**src/rtl/router_reg_param.sv**
```systemverilog
// Router datapath register: captures the header, forwards or holds payload bytes,
// accumulates parity, flags parity/overflow errors and counts errored packets.
module router_reg_param #(
    parameter int DATA_W      = 8,
    parameter int ADDR_W      = 2,
    parameter int NUM_PORTS   = 3,
    parameter int HOLD_DEPTH  = 2,
    parameter int PARITY_MODE = 0,
    parameter int CNT_W       = 8
) (
    input  logic                              clk,
    input  logic                              resetn,
    input  logic                              pkt_valid,
    input  logic [DATA_W-1:0]                 data_in,
    input  logic                              fifo_full,
    input  logic                              detect_add,
    input  logic                              lfd_state,
    input  logic                              ld_state,
    input  logic                              laf_state,
    input  logic                              full_state,
    input  logic                              rst_int_reg,
    output logic [DATA_W-1:0]                 dout,
    output logic                              dout_valid,
    output logic [$clog2(HOLD_DEPTH+1)-1:0]   hold_cnt,
    output logic                              hold_ovf,
    output logic                              addr_err,
    output logic                              low_pkt_valid,
    output logic                              parity_done,
    output logic                              err,
    output logic [CNT_W-1:0]                  err_count
);
    localparam int HC_W = $clog2(HOLD_DEPTH + 1);
    localparam logic [HC_W-1:0] HOLD_FULL = HC_W'(HOLD_DEPTH);

    function automatic logic [DATA_W-1:0] parity_acc(input logic [DATA_W-1:0] acc,
                                                     input logic [DATA_W-1:0] b);
        if (PARITY_MODE == 1) return acc + b;
        return acc ^ b;
    endfunction

    logic [DATA_W-1:0] header_q, header_d;
    logic [DATA_W-1:0] dout_q, dout_d;
    logic              dout_valid_q, dout_valid_d;
    logic [DATA_W-1:0] hold_mem_q [HOLD_DEPTH];
    logic [DATA_W-1:0] hold_mem_d [HOLD_DEPTH];
    logic [HC_W-1:0]   hold_cnt_q, hold_cnt_d;
    logic              hold_ovf_q, hold_ovf_d;
    logic              addr_err_q, addr_err_d;
    logic [DATA_W-1:0] int_par_q, int_par_d;
    logic [DATA_W-1:0] ext_par_q, ext_par_d;
    logic              pd_q, pd_d;
    logic              pd_dly_q;
    logic              lpv_q, lpv_d;
    logic              err_q, err_d;
    logic [CNT_W-1:0]  err_cnt_q, err_cnt_d;

    logic [ADDR_W:0]   dest_ext;
    logic              dest_bad;
    logic              accepted;

    assign dest_ext = {1'b0, data_in[ADDR_W-1:0]};
    assign dest_bad = dest_ext >= (ADDR_W+1)'(NUM_PORTS);

    always_comb begin
        header_d     = header_q;
        dout_d       = dout_q;
        dout_valid_d = 1'b0;
        hold_mem_d   = hold_mem_q;
        hold_cnt_d   = hold_cnt_q;
        hold_ovf_d   = hold_ovf_q;
        addr_err_d   = 1'b0;
        int_par_d    = int_par_q;
        ext_par_d    = ext_par_q;
        pd_d         = pd_q;
        lpv_d        = lpv_q;
        err_d        = err_q;
        err_cnt_d    = err_cnt_q;
        accepted     = 1'b0;

        // Error is judged in the cycle after parity_done rises, on the settled parity values.
        if (pd_q && !pd_dly_q && ((int_par_q != ext_par_q) || hold_ovf_q))
            err_d = 1'b1;
        if (rst_int_reg)
            lpv_d = 1'b0;

        if (detect_add) begin
            if (pkt_valid) begin
                if (dest_bad) addr_err_d = 1'b1;
                else          header_d   = data_in;
            end
            int_par_d  = '0;
            ext_par_d  = '0;
            pd_d       = 1'b0;
            err_d      = 1'b0;
            hold_cnt_d = '0;
            hold_ovf_d = 1'b0;
        end else if (lfd_state) begin
            dout_d       = header_q;
            dout_valid_d = 1'b1;
            int_par_d    = header_q;
        end else if (ld_state) begin
            if (!fifo_full && hold_cnt_q == '0) begin
                dout_d       = data_in;
                dout_valid_d = 1'b1;
                accepted     = 1'b1;
            end else if (hold_cnt_q == HOLD_FULL) begin
                hold_ovf_d = 1'b1;
            end else begin
                for (int i = 0; i < HOLD_DEPTH; i++)
                    if (HC_W'(i) == hold_cnt_q) hold_mem_d[i] = data_in;
                hold_cnt_d = hold_cnt_q + 1'b1;
                accepted   = 1'b1;
            end
            if (accepted) begin
                if (pkt_valid) begin
                    int_par_d = parity_acc(int_par_q, data_in);
                end else begin
                    ext_par_d = data_in;
                    pd_d      = 1'b1;
                    lpv_d     = 1'b1;
                end
            end
        end else if (laf_state && hold_cnt_q != '0 && !fifo_full) begin
            dout_d       = hold_mem_q[0];
            dout_valid_d = 1'b1;
            for (int i = 0; i < HOLD_DEPTH - 1; i++)
                hold_mem_d[i] = hold_mem_q[i+1];
            hold_cnt_d = hold_cnt_q - 1'b1;
        end

        if (err_d && !err_q && err_cnt_q != {CNT_W{1'b1}})
            err_cnt_d = err_cnt_q + 1'b1;
    end

    always_ff @(posedge clk) begin
        if (!resetn) begin
            header_q     <= '0;
            dout_q       <= '0;
            dout_valid_q <= 1'b0;
            hold_mem_q   <= '{default: '0};
            hold_cnt_q   <= '0;
            hold_ovf_q   <= 1'b0;
            addr_err_q   <= 1'b0;
            int_par_q    <= '0;
            ext_par_q    <= '0;
            pd_q         <= 1'b0;
            pd_dly_q     <= 1'b0;
            lpv_q        <= 1'b0;
            err_q        <= 1'b0;
            err_cnt_q    <= '0;
        end else begin
            header_q     <= header_d;
            dout_q       <= dout_d;
            dout_valid_q <= dout_valid_d;
            hold_mem_q   <= hold_mem_d;
            hold_cnt_q   <= hold_cnt_d;
            hold_ovf_q   <= hold_ovf_d;
            addr_err_q   <= addr_err_d;
            int_par_q    <= int_par_d;
            ext_par_q    <= ext_par_d;
            pd_q         <= pd_d;
            pd_dly_q     <= pd_q;
            lpv_q        <= lpv_d;
            err_q        <= err_d;
            err_cnt_q    <= err_cnt_d;
        end
    end

    assign dout          = dout_q;
    assign dout_valid    = dout_valid_q;
    assign hold_cnt      = hold_cnt_q;
    assign hold_ovf      = hold_ovf_q;
    assign addr_err      = addr_err_q;
    assign low_pkt_valid = lpv_q;
    assign parity_done   = pd_q;
    assign err           = err_q;
    assign err_count     = err_cnt_q;

endmodule

```
**config.mk**
```make
export PLATFORM = sky130hd
export DESIGN_NAME = router_reg_param
export DESIGN_NICKNAME = d
export VERILOG_FILES = /design/src/rtl/router_reg_param.sv
export SDC_FILE = /design/constraint.sdc
export NUM_CORES = 1
export LEC_CHECK = 0
export ABC_AREA = 1
export ABC_CLOCK_PERIOD_IN_PS = 2800
export CAP_MARGIN = 25
export CORE_ASPECT_RATIO = 0.9
export CORE_MARGIN = 5
export CORE_UTILIZATION = 58
export DETAILED_ROUTE_END_ITERATION = 10
export GPL_TIMING_DRIVEN = 0
export PLACE_DENSITY = 0.84
export SLEW_MARGIN = 25
export SYNTH_ARGS = -nofsm -noshare
export SYNTH_HDL_FRONTEND = slang
export SYNTH_SLANG_ARGS = --single-unit
```
**constraint.sdc**
```tcl
create_clock -name clk -period 2.8 [get_ports clk]
set_input_delay 0.56 -clock clk [delete_from_list [all_inputs] [get_ports clk]]
set_output_delay 0.56 -clock clk [all_outputs]
set_load 0.03 [all_outputs]
```
==> flow_summary.ini <==
[outcome]
status = complete, no violations

[final_layout]
area_growth_pct = 22.6
fin_util = 0.723
final_area_sq_um = 3730
seqCellArea_sq_um = 1300
nets = 485
nFillCells = 412
post_route_cells_drive_above_1_share = 0.0771
multiInputGateArea_sq_um = 1450
antenna_cells = 0

[clock_network]
clkTransAtPathRegs_ns = 0.07
clkLatencyLatePin_ns = 0.35
cts_made_buffers = 9
cts_tree = built
cts.path.max_buffers = 2
post_cts_resized = 0
root_buffer = clkbuf_8
clock-sinks = 65
postCtsSetupBuffers = 0
cts-hold-fix-buffers = 0
htree_levels = 3

[global_route]
gr-usage-met2 = 0.359
grt_pass1_vias = 2644
top_usage_layer = met2
gr-total-overflow = 0
grt_max_degree = 11
grt_usage = 0.249
grtUsageMet1 = 0.348
grt_pass1_wl_um = 13100
use_met3 = 0.0892
antenna_found_initial = 0

[worst_setup_path]
crit_cells = 1
cp-start-kind = flip-flop
r2r-end = hold_mem_q[13]$_SDFFE_PN0P_
r2r_cells = 9
crit_chain = clkdlybuf4s50_1
cp.arrival_ns = 1.48
path_max_fanout = 5
crit_type = reg -> out
worst-path-buf-inv = 1
end_kind = output pin
worst_ep_required_time_ns = 2.24
r2r_slack_ns = 1.06
critical_path.top_delay_family = buffers and inverters
slowest_stage = clkdlybuf4s50_1
cpPeakStageDelay_ns = 0.71
r2r_start = hold_cnt[0]$_SDFFE_PP0P_

[synthesis]
yosys.area.top_type_share = 0.428
ys_types = 34
synth_ff_type = dfxtp_1
synth-async-reset-ratio = 0
seq_area_frac_synth = 0.428
yosysMostFrequentCell = nand2_1
synth_area_leaders = dfxtp_1 43%, nand2_1 8.8%, a21oi_1 7.2%
synth_area_sq_um = 3040
synthCells = 413
syn_avg_cell_area_sq_um = 7.37
ys_seq_elements = 65
yosysWarnings = 0
synth_edf_count = 0
synthTopCellsByCount = 71 x nand2_1, 65 x dfxtp_1, 51 x inv_1, 44 x a21oi_1, 37 x o21ai_0
synth_nets = 435
yosys.area.top_type = dfxtp_1

[floorplanning]
fp.dieW_um = 86.4
ios = 42
dieArea_sq_um = 6800
num_rows = 25
start_util = 0.590
core_area_sq_um = 5160
die_y_um = 78.7

[timing]
timing.fmax_ghz = 0.489
fin_crit_sh = 0.730
tightest_slew_ns = 0.467
fin_setup_tns_ns = 0
setup_viol = 0
layout_min_cycle_time_ns = 2.04
slew_headroom = 0.689
clock_skew_ns = 0.00764
drv_slew = 0
rsz0062_at_grt = false
hold_viol_final = 0

[placement]
place_area_sq_um = 3520
hpwl_um = 6020
gp_congestion = 0.934
numPortBuffers = 39

[detailed_routing]
vias = 3005
drc = 0
drtIter0Drc = 366
final_antenna_net_count = 0
drt_wl_total_um = 7940
dr.pass1.iters = 5
wl_per_cell_um = 14.9
viasPerCell = 5.63

[pwr]
peakVddDrop_v = 0.000373
power_density_nw_per_um2 = 559
leakagePower_nw = 1.45
p_total_w = 0.00209

[hold_path]
hold_path_class = reg -> reg
hold_end = pd_dly_q$_SDFF_PN0_
holdPathStages = 2
worstHoldStart = parity_done$_SDFFE_PP0P_

[flow_run]
maxCapViolCount = 0
-- layout make-up --
class	instances	share of cell area
Multi-Input combinational cell	279	0.390
Sequential cell	65	0.349
Timing Repair Buffer	39	0.105
Inverter	54	0.0550
Clock buffer	13	0.0480
Tap cell	67	0.0225
Buffer	15	0.0221
Clock inverter	2	0.00939
-- sequential cells by signal (all words and copies together) (netlist names) --
| name | cells |
|---|---|
| hold_mem_q | 16 |
| hold_ovf | 1 |
| err | 1 |
| header_q | 8 |
| int_par_q | 8 |
| parity_done | 1 |
| addr_err | 1 |
| err_count | 8 |
| dout | 8 |
| low_pkt_valid | 1 |
| dout_valid | 1 |
| pd_dly_q | 1 |
| ext_par_q | 8 |
| hold_cnt | 2 |
-- through the flow --
stage                     hold slack [ns]  worst slack [ns]  cells
after floorplan                     0.430              1.07    413
after global placement              0.441             0.637    519
after detailed placement            0.437             0.633    519
after CTS                           0.449             0.753    534
after global routing                0.484             0.697    534
final                               0.451             0.756    534
-- report_power, final --
part           internal, W  switching [W]
Sequential        0.000953      0.0000158
Combinational    0.0000946       0.000165
Clock             0.000502       0.000356
-- cells by family (layout without fill, tap and decap cells) --
kind of cell,after synthesis,count (layout),synth area share
flip-flops,65,65,0.428
adder cells (fa/ha/maj),4,4,0.0164
AO/OA/AOI/OAI,115,115,0.207
AND/OR/NAND/NOR,151,151,0.228
buffers and inverters,69,123,0.0946
XOR/XNOR,9,9,0.0259
-- worst max-delay path by stage --
stage / start / endpoint / slack, ns
floorplan: hold_cnt[0]$_SDFFE_PP0P_ / dout[5]$_SDFFE_PN0P_ / 1.07
global placement: resetn / ext_par_q[3]$_SDFFE_PP0P_ / 0.64
detailed placement: detect_add / err_count[0]$_SDFFE_PN0P_ / 0.63
CTS: err_count[2]$_SDFFE_PN0P_ / err_count[2] / 0.75
global route: err_count[6]$_SDFFE_PN0P_ / err_count[6] / 0.70
finish: err_count[2]$_SDFFE_PN0P_ / err_count[2] / 0.76
-- placed cells by master (no fill, tap or decap) --
cell             count
nand2_1             71
dfxtp_1             65
inv_1               51
a21oi_1             44
clkdlybuf4s50_1     39
o21ai_0             37
nor2_1              36
nand3_1             23
clkbuf_8            13
o22ai_1              9
o211ai_1             8
a31oi_1              8
clkbuf_1             7
nand4_1              7
xor2_1               7
o21ai_1              4
ha_1                 4
buf_2                3
buf_6                3
nor2_2               3
buf_1                2
inv_2                2
nand3_2              2
xnor2_1              2
nand4_2              2
a211oi_1             2
nor3_1               2
inv_4                1
nor2_8               1
nor3_4               1
or2_1                1
a21oi_2              1
nor2_4               1
a21o_1               1
nand2_2              1
o21a_1               1
bufinv_16            1
clkinv_2             1
-- per-layer routing --
layer / part of all wire / up-vias
li1: - / 1476
met1: 0.45 / 1375
met2: 0.44 / 131
met3: 0.087 / 23
met4: 0.022 / 0
met5: 0 / -
(Power assumes the default switching activity.)
